`config.mk`:
```
export PLATFORM = sky130hd
export DESIGN_NAME = sgd_mac_scheduler_flat
export DESIGN_NICKNAME = d
export VERILOG_FILES = /design/src/rtl/sgd_mac_scheduler_if.sv /design/src/rtl/sgd_mac_scheduler.sv /design/src/flat_wrapper.sv
export SDC_FILE = /design/constraint.sdc
export NUM_CORES = 1
export LEC_CHECK = 0
export ABC_AREA = 1
export CELL_PAD_IN_SITES_DETAIL_PLACEMENT = 0
export CELL_PAD_IN_SITES_GLOBAL_PLACEMENT = 1
export CORE_MARGIN = 2
export CORE_UTILIZATION = 38
export DETAILED_ROUTE_END_ITERATION = 10
export MAX_ROUTING_LAYER = met4
export PLACE_DENSITY = 0.84
export SETUP_SLACK_MARGIN = 0.2
export SLEW_MARGIN = 30
export SYNTH_ARGS = -nofsm -noshare
export SYNTH_HDL_FRONTEND = slang
export SYNTH_SLANG_ARGS = --single-unit
```
`constraint.sdc`:
```
create_clock -name CLK -period 2.1 [get_ports CLK]
set_input_delay 0.525 -clock CLK [delete_from_list [all_inputs] [get_ports CLK]]
set_output_delay 0.525 -clock CLK [all_outputs]
set_load 0.005 [all_outputs]
```
`src/rtl/sgd_mac_scheduler_if.sv`:
```
// Handshake and datapath-control bundle between the SGD MAC scheduler and
// its environment (datapoint RAM, arithmetic datapath, host control).
interface sgd_mac_scheduler_if #(
  parameter int ADDR_WIDTH = 12,
  parameter int MAX_MUL    = 4,
  parameter int GRP_WIDTH  = 2
);
  // host control
  logic                  start;
  logic [3:0]            feat;
  logic [ADDR_WIDTH-1:0] data_points;
  logic [7:0]            epoch;
  logic                  hold;
  // RAM handshake
  logic                  data_valid;
  logic                  rd_req;
  logic [ADDR_WIDTH-1:0] addr;
  // datapath controls
  logic                  wt_load;
  logic [GRP_WIDTH-1:0]  grp_sel;
  logic [MAX_MUL-1:0]    lane_mask;
  logic                  opb_sel;
  logic                  acc_clr;
  logic                  acc_en;
  logic                  bias_en;
  logic                  err_latch;
  logic                  wt_we;
  logic                  bias_we;
  // status
  logic [7:0]            epoch_cnt;
  logic                  busy;
  logic                  done;

  // scheduler side
  modport master (
    input  start, feat, data_points, epoch, hold, data_valid,
    output rd_req, addr, wt_load, grp_sel, lane_mask, opb_sel, acc_clr,
           acc_en, bias_en, err_latch, wt_we, bias_we, epoch_cnt, busy, done
  );

  // environment side
  modport slave (
    output start, feat, data_points, epoch, hold, data_valid,
    input  rd_req, addr, wt_load, grp_sel, lane_mask, opb_sel, acc_clr,
           acc_en, bias_en, err_latch, wt_we, bias_we, epoch_cnt, busy, done
  );
endinterface

```
`src/rtl/sgd_mac_scheduler.sv`:
```
// Cycle-level sequencer for the SGD linear-regression engine. Per data point:
// fetch, prediction over the feature groups, error latch, weight update over
// the same groups, then advance the point/epoch counters. No arithmetic here.
module sgd_mac_scheduler #(
  parameter int ADDR_WIDTH   = 12,
  parameter int MAX_FEATURES = 15,
  parameter int MAX_MUL      = 4,
  parameter int GRP_WIDTH    = 2
) (
  input  logic                CLK,
  input  logic                RST,
  sgd_mac_scheduler_if.master bus
);

  typedef enum logic [2:0] {
    ST_IDLE  = 3'd0,
    ST_LOADW = 3'd1,
    ST_FETCH = 3'd2,
    ST_PRED  = 3'd3,
    ST_ERR   = 3'd4,
    ST_UPD   = 3'd5,
    ST_NEXT  = 3'd6,
    ST_DONE  = 3'd7
  } state_t;

  localparam logic [3:0] MAX_FEAT_C = 4'(MAX_FEATURES);

  state_t                state_r;
  logic [3:0]            feat_r;
  logic [ADDR_WIDTH-1:0] dp_r;
  logic [7:0]            epoch_r;
  logic [GRP_WIDTH-1:0]  last_grp_r;
  logic                  rd_req_r;
  logic [ADDR_WIDTH-1:0] addr_r;
  logic [GRP_WIDTH-1:0]  grp_sel_r;
  logic                  opb_sel_r;
  logic                  acc_en_r;
  logic                  bias_en_r;
  logic                  err_latch_r;
  logic                  wt_we_r;
  logic                  bias_we_r;
  logic [7:0]            epoch_cnt_r;
  logic                  busy_r;
  logic                  done_r;

  logic [3:0]            feat_clamp_s;
  logic [GRP_WIDTH-1:0]  last_grp_s;
  logic                  read_hit_s;
  logic                  wt_load_s;
  logic                  acc_clr_s;
  logic [MAX_MUL-1:0]    lane_mask_s;

  // Clamp the requested feature count and derive the index of the last group (ngrp-1, at least group 0).
  always_comb begin
    feat_clamp_s = bus.feat;
    last_grp_s   = '0;
    if (bus.feat > MAX_FEAT_C) begin
      feat_clamp_s = MAX_FEAT_C;
    end else begin
      feat_clamp_s = bus.feat;
    end
    if (feat_clamp_s == 4'd0) begin
      last_grp_s = '0;
    end else begin
      last_grp_s = GRP_WIDTH'((8'(feat_clamp_s) - 8'd1) / 8'(MAX_MUL));
    end
  end

  // Read-completion strobes: data_valid only counts while a request is outstanding.
  always_comb begin
    read_hit_s = rd_req_r & bus.data_valid;
    wt_load_s  = 1'b0;
    acc_clr_s  = 1'b0;
    if (state_r == ST_LOADW) begin
      wt_load_s = read_hit_s;
    end else if (state_r == ST_FETCH) begin
      acc_clr_s = read_hit_s;
    end else begin
      wt_load_s = 1'b0;
      acc_clr_s = 1'b0;
    end
  end

  // Lane i is live when its feature index (1-based) falls within the active feature count.
  always_comb begin
    lane_mask_s = '0;
    if ((state_r == ST_PRED) || (state_r == ST_UPD)) begin
      for (int i = 0; i < MAX_MUL; i++) begin
        if ((8'(grp_sel_r) * 8'(MAX_MUL) + 8'(i) + 8'd1) <= 8'(feat_r)) begin
          lane_mask_s[i] = 1'b1;
        end else begin
          lane_mask_s[i] = 1'b0;
        end
      end
    end else begin
      lane_mask_s = '0;
    end
  end

  // Main sequencer: state plus every registered control output.
  always_ff @(posedge CLK or negedge RST) begin
    if (!RST) begin
      state_r     <= ST_IDLE;
      feat_r      <= 4'd0;
      dp_r        <= '0;
      epoch_r     <= 8'd0;
      last_grp_r  <= '0;
      rd_req_r    <= 1'b0;
      addr_r      <= '0;
      grp_sel_r   <= '0;
      opb_sel_r   <= 1'b0;
      acc_en_r    <= 1'b0;
      bias_en_r   <= 1'b0;
      err_latch_r <= 1'b0;
      wt_we_r     <= 1'b0;
      bias_we_r   <= 1'b0;
      epoch_cnt_r <= 8'd0;
      busy_r      <= 1'b0;
      done_r      <= 1'b0;
    end else begin
      case (state_r)
        ST_IDLE, ST_DONE: begin
          if (bus.start) begin
            feat_r      <= feat_clamp_s;
            dp_r        <= bus.data_points;
            epoch_r     <= bus.epoch;
            last_grp_r  <= last_grp_s;
            epoch_cnt_r <= 8'd0;
            addr_r      <= '0;
            rd_req_r    <= 1'b1;
            busy_r      <= 1'b1;
            done_r      <= 1'b0;
            state_r     <= ST_LOADW;
          end
        end
        ST_LOADW: begin
          if (read_hit_s) begin
            if ((epoch_r == 8'd0) || (dp_r == '0)) begin
              rd_req_r <= 1'b0;
              busy_r   <= 1'b0;
              done_r   <= 1'b1;
              addr_r   <= '0;
              state_r  <= ST_DONE;
            end else begin
              rd_req_r <= ~bus.hold;
              addr_r   <= ADDR_WIDTH'(1);
              state_r  <= ST_FETCH;
            end
          end
        end
        ST_FETCH: begin
          if (rd_req_r) begin
            // An issued request is never withdrawn by hold.
            if (bus.data_valid) begin
              rd_req_r  <= 1'b0;
              grp_sel_r <= '0;
              opb_sel_r <= 1'b0;
              acc_en_r  <= 1'b1;
              bias_en_r <= 1'b1;
              state_r   <= ST_PRED;
            end
          end else begin
            rd_req_r <= ~bus.hold;
          end
        end
        ST_PRED: begin
          bias_en_r <= 1'b0;
          if (grp_sel_r == last_grp_r) begin
            acc_en_r    <= 1'b0;
            err_latch_r <= 1'b1;
            grp_sel_r   <= '0;
            state_r     <= ST_ERR;
          end else begin
            grp_sel_r <= grp_sel_r + GRP_WIDTH'(1);
          end
        end
        ST_ERR: begin
          err_latch_r <= 1'b0;
          wt_we_r     <= 1'b1;
          bias_we_r   <= 1'b1;
          opb_sel_r   <= 1'b1;
          grp_sel_r   <= '0;
          state_r     <= ST_UPD;
        end
        ST_UPD: begin
          bias_we_r <= 1'b0;
          if (grp_sel_r == last_grp_r) begin
            wt_we_r   <= 1'b0;
            opb_sel_r <= 1'b0;
            grp_sel_r <= '0;
            state_r   <= ST_NEXT;
          end else begin
            grp_sel_r <= grp_sel_r + GRP_WIDTH'(1);
          end
        end
        ST_NEXT: begin
          if (addr_r < dp_r) begin
            addr_r   <= addr_r + ADDR_WIDTH'(1);
            rd_req_r <= ~bus.hold;
            state_r  <= ST_FETCH;
          end else begin
            epoch_cnt_r <= epoch_cnt_r + 8'd1;
            if ((epoch_cnt_r + 8'd1) == epoch_r) begin
              addr_r  <= '0;
              busy_r  <= 1'b0;
              done_r  <= 1'b1;
              state_r <= ST_DONE;
            end else begin
              addr_r   <= ADDR_WIDTH'(1);
              rd_req_r <= ~bus.hold;
              state_r  <= ST_FETCH;
            end
          end
        end
        default: begin
          state_r     <= ST_IDLE;
          rd_req_r    <= 1'b0;
          addr_r      <= '0;
          grp_sel_r   <= '0;
          opb_sel_r   <= 1'b0;
          acc_en_r    <= 1'b0;
          bias_en_r   <= 1'b0;
          err_latch_r <= 1'b0;
          wt_we_r     <= 1'b0;
          bias_we_r   <= 1'b0;
          busy_r      <= 1'b0;
          done_r      <= 1'b0;
        end
      endcase
    end
  end

  assign bus.rd_req    = rd_req_r;
  assign bus.addr      = addr_r;
  assign bus.wt_load   = wt_load_s;
  assign bus.grp_sel   = grp_sel_r;
  assign bus.lane_mask = lane_mask_s;
  assign bus.opb_sel   = opb_sel_r;
  assign bus.acc_clr   = acc_clr_s;
  assign bus.acc_en    = acc_en_r;
  assign bus.bias_en   = bias_en_r;
  assign bus.err_latch = err_latch_r;
  assign bus.wt_we     = wt_we_r;
  assign bus.bias_we   = bias_we_r;
  assign bus.epoch_cnt = epoch_cnt_r;
  assign bus.busy      = busy_r;
  assign bus.done      = done_r;

endmodule

```
`src/flat_wrapper.sv`:
```
// flat-port wrapper written by rule: the top's interface ports become plain ports
module sgd_mac_scheduler_flat 
#(
  parameter int ADDR_WIDTH   = 12,
  parameter int MAX_FEATURES = 15,
  parameter int MAX_MUL      = 4,
  parameter int GRP_WIDTH    = 2
)
  (CLK, RST, bus_start, bus_feat, bus_data_points, bus_epoch, bus_hold, bus_data_valid, bus_rd_req, bus_addr, bus_wt_load, bus_grp_sel, bus_lane_mask, bus_opb_sel, bus_acc_clr, bus_acc_en, bus_bias_en, bus_err_latch, bus_wt_we, bus_bias_we, bus_epoch_cnt, bus_busy, bus_done);
  sgd_mac_scheduler_if #(.ADDR_WIDTH(ADDR_WIDTH), .MAX_MUL(MAX_MUL), .GRP_WIDTH(GRP_WIDTH)) bus_i ();
  input  logic CLK;
  input  logic RST;
  input wire logic [$bits(bus_i.start)-1:0] bus_start;
  input wire logic [$bits(bus_i.feat)-1:0] bus_feat;
  input wire logic [$bits(bus_i.data_points)-1:0] bus_data_points;
  input wire logic [$bits(bus_i.epoch)-1:0] bus_epoch;
  input wire logic [$bits(bus_i.hold)-1:0] bus_hold;
  input wire logic [$bits(bus_i.data_valid)-1:0] bus_data_valid;
  output wire logic [$bits(bus_i.rd_req)-1:0] bus_rd_req;
  output wire logic [$bits(bus_i.addr)-1:0] bus_addr;
  output wire logic [$bits(bus_i.wt_load)-1:0] bus_wt_load;
  output wire logic [$bits(bus_i.grp_sel)-1:0] bus_grp_sel;
  output wire logic [$bits(bus_i.lane_mask)-1:0] bus_lane_mask;
  output wire logic [$bits(bus_i.opb_sel)-1:0] bus_opb_sel;
  output wire logic [$bits(bus_i.acc_clr)-1:0] bus_acc_clr;
  output wire logic [$bits(bus_i.acc_en)-1:0] bus_acc_en;
  output wire logic [$bits(bus_i.bias_en)-1:0] bus_bias_en;
  output wire logic [$bits(bus_i.err_latch)-1:0] bus_err_latch;
  output wire logic [$bits(bus_i.wt_we)-1:0] bus_wt_we;
  output wire logic [$bits(bus_i.bias_we)-1:0] bus_bias_we;
  output wire logic [$bits(bus_i.epoch_cnt)-1:0] bus_epoch_cnt;
  output wire logic [$bits(bus_i.busy)-1:0] bus_busy;
  output wire logic [$bits(bus_i.done)-1:0] bus_done;
  assign bus_i.start = bus_start;
  assign bus_i.feat = bus_feat;
  assign bus_i.data_points = bus_data_points;
  assign bus_i.epoch = bus_epoch;
  assign bus_i.hold = bus_hold;
  assign bus_i.data_valid = bus_data_valid;
  assign bus_rd_req = bus_i.rd_req;
  assign bus_addr = bus_i.addr;
  assign bus_wt_load = bus_i.wt_load;
  assign bus_grp_sel = bus_i.grp_sel;
  assign bus_lane_mask = bus_i.lane_mask;
  assign bus_opb_sel = bus_i.opb_sel;
  assign bus_acc_clr = bus_i.acc_clr;
  assign bus_acc_en = bus_i.acc_en;
  assign bus_bias_en = bus_i.bias_en;
  assign bus_err_latch = bus_i.err_latch;
  assign bus_wt_we = bus_i.wt_we;
  assign bus_bias_we = bus_i.bias_we;
  assign bus_epoch_cnt = bus_i.epoch_cnt;
  assign bus_busy = bus_i.busy;
  assign bus_done = bus_i.done;
  sgd_mac_scheduler #(.ADDR_WIDTH(ADDR_WIDTH), .MAX_FEATURES(MAX_FEATURES), .MAX_MUL(MAX_MUL), .GRP_WIDTH(GRP_WIDTH)) u_core (.CLK(CLK), .RST(RST), .bus(bus_i));
endmodule
```
==> metrics.md <==
| Metric | Value |
|---|---|
| Outcome | `finished, violations left` |
| Violated checks | `negative setup slack` |
| Slew HR | `67.1%` |
| CTS tree | `done` |
| Syn_nets | `around 510` |
| Setup crit start kind | `flip-flop` |
| Seq. cell area | `0.00151 mm2` |
| Full die area | `0.0101 mm2` |
| R2R depth | `11` |
| GP Congestion | `0.844` |
| WP data required | `~1.6 ns` |
| ANT nets after route | `0` |
| Leak | `0.00266 uW` |
| Tot GR Track Use | `20.6%` |
| Worst Hold Margin | `between 0.15 and 0.2 ns` |
| Synth Instances | `461` |
| Via density | `approximately 5.1` |
| Syn Area/Cell | `7.67 um2` |
| # clock sinks | `60` |
| Worst Path Arrival | `1.84 ns` |
| Cell Area, Synth | `0.00353 mm2` |
| Remaining global-route overflow | `0` |
| Final Cycle Share | `112%` |
| Fin util | `between 50 and 60%` |
| Maximum net fanout on the critical path | `2` |
| Ys flop type | `dfrtp_1` |
| Skew-Pair Late Insertion Delay | `0.33 ns` |
| Most frequent cells in the layout | `103 x nand2_1, 57 x buf_4, 50 x dfrtp_1` |
| First-pass GRT wire length | `16.0 mm` |
| CTS buffer count | `9` |
| IO Count | `66` |
| Post-route clock skew | `0.00862 ns` |
| Effective utilization at floorplan | `between 30% and 40%` |
| Sequential share of the synthesized area | `between 40% and 50%` |
| Die X | `100 um` |
| TritonRoute pass-1 iters | `4` |
| Min-Delay Path Class | `in2async` |
| WL per Instance | `14.2 um` |
| PortBufs | `65` |
| Max Buffers Root-to-Sink | `2` |
| Core box area | `0.00915 mm2` |
| Post-synth EDFFs | `0` |
| CP Capture Type | `output port` |
| Commonest non-fill, non-tap cell in the layout | `nand2_1` |
| Post-Place Cells | `663` |
| Area Growth Syn to Fin | `54.3%` |
| Largest net degree at the start of global routing | `39` |
| Post-synth ARST share | `100%` |
| VDD IR max | `approximately 0.00062 V` |
| Drc violations | `0` |
| Synthesis-stage register bit count | `60` |
| Fin nets | `651` |
| Area contributors post-synth | `dfrtp_1 42%, nand2_1 13%, o21ai_0 6.9%` |
| Final Non-Filler Cells | `717` |
| Vias | `between 3,000 and 4,000` |
| RSZ-0062 raised after global routing | `yes` |
| Crit Path Category | `reg2out` |
| DRT Wirelength | `10.2 mm` |
| Final Max Slew Viols | `0` |
| Final setup vio count | `4` |
| Final WS setup | `-0.260 ns` |
| CP startpoint | `u_core.bus.grp_sel[1]` |
| Fin. Hold Viols | `0` |
| Root Driver | `clkbuf_8` |
| Post-route design area | `~0.0055 mm2` |
| Detail Placement HPWL | `7.08 mm` |
| Worst-Margin Slew | `0.493 ns` |
| Multi-input gate area | `~0.0021 mm2` |
| Layout cells sized above 1 | `approximately a third` |
| Chip height | `100 um` |
| Worst-path clk slew | `0.07 ns` |
| Area fraction of the dominant cell type after synthesis | `42.5%` |
| Top cell type by total area after synthesis | `dfrtp_1` |
| RR Startpoint | `u_core.bus.addr[5]` |
| Synth cell types | `37` |
| MaxCap Viol Count | `0` |
| Ys Warns | `0` |
| First DRT Iteration DRCs | `82` |
| Initial antenna violation count | `0` |
| FMAX | `424 MHz` |
| Tmin final | `around 2.4 ns` |
| H-tree levels | `3` |
| Fill cells | `~820` |
| Vias in the first global route | `3,417` |
| FP Rows | `35` |
| Antenna cells | `0` |
| Placed inst area | `0.00455 mm2` |
| Power per cell area | `approximately 1300 mW/mm2` |
==> power by group <==
| group | leakage (uW) | internal (uW) | switching [uW] |
|---|---|---|---|
| clock network | 0.0000815 | 406 | 437 |
| logic | 0.00182 | 1960 | 2270 |
| registers | 0.000756 | 1570 | 317 |
| total | 0.00266 | 3930 | 3030 |
==> kinds of logic (layout without fill, tap and decap cells) <==
| logic type | after synthesis | after routing | synth area share [%] |
|---|---|---|---|
| flops | 60 | 60 | 42.5 |
| buf+inv | 72 | 217 | 8.18 |
| compound gates | 71 | 71 | 11.1 |
| simple gates | 231 | 231 | 29.5 |
| fa+ha+maj | 19 | 19 | 6.73 |
| xor+xnor | 8 | 8 | 1.98 |
==> cell usage after synthesis (2+ instances only) <==
library cell / count
a32o_1: 2
buf_6: 2
clkbuf_1: 5
nand3_1: 34
or2_2: 2
o21ai_0: 49
nor2_2: 5
nor3b_1: 4
xnor2_1: 3
xor2_1: 5
a31oi_1: 3
o22ai_1: 2
inv_1: 59
nand2_2: 2
nor4_1: 6
inv_2: 3
nand4_1: 8
nor3_1: 6
a21oi_1: 10
nand2_1: 121
ha_1: 19
nor2_1: 35
dfrtp_1: 60
buf_2: 3
==> worst paths after layout <==
| kind | end | slack (ns) |
|---|---|---|
| max in group asynchronous | u_core.state_r[1] | 1.46 |
| setup reg to reg | u_core.state_r[0] | 0.17 |
| hold reg to reg | u_core.bus.bias_we | 0.49 |
| hold / removal | u_core.bus.epoch_cnt[3] | 0.18 |
| setup / recovery | bus_lane_mask[3] | -0.26 |
| min in group CLK | u_core.bus.bias_we | 0.49 |
==> per-stage QoR <==
| step | worst slack (ns) | setup TNS, ns | total power [uW] |
|---|---|---|---|
| after CTS | -0.289 | -1.05 | 6220 |
| after global routing | -0.326 | -1.15 | 7540 |
| after detailed placement | -0.384 | -2.70 | 5020 |
| final | -0.260 | -0.861 | 6960 |
| after floorplan | 0.169 | 0 | 3710 |
| after global placement | -0.283 | -1.88 | 4930 |
==> registers in the layout, indices dropped and copies added (netlist names), 2 cells and up <==
| signal | flops |
|---|---|
| u_core.last_grp_r | 2 |
| u_core.epoch_r | 8 |
| u_core.state_r | 3 |
| u_core.bus.epoch_cnt | 8 |
| u_core.dp_r | 12 |
| u_core.feat_r | 4 |
| u_core.bus.addr | 12 |
| u_core.bus.grp_sel | 2 |
==> per-layer routing <==
metal / track usage, % / part of all wire [%]
met1: 25.6 / 43
met2: 34.5 / 51
met3: 2.72 / 3.6
met4: 7.48 / 2.0
met5: - / 0
==> area by class of cell <==
class | count | area share (%)
tap | 111 | 2.55
clock inverter | 4 | 0.367
timing repair buffer | 141 | 23.3
sequential | 60 | 27.8
inverter | 62 | 4.63
multi-input combinational | 329 | 39.1
clock buffer | 10 | 2.34
==> worst max-delay path: stages (launching register included) <==
cell	delay, ns
dfrtp_2	0.42
buf_6	0.13
ha_4	0.27
ha_4	0.20
a21oi_2	0.11
a31oi_1	0.06
nor3b_2	0.19
buf_2	0.14
==> what timing repair did <==
action,4_1_cts,5_1_grt
hold buffers,0,0
buffers inserted,18,22
pin swaps,17,47
gates resized for setup,75,101
setup endpoints to repair,33,38
(Power assumes the default switching activity.)
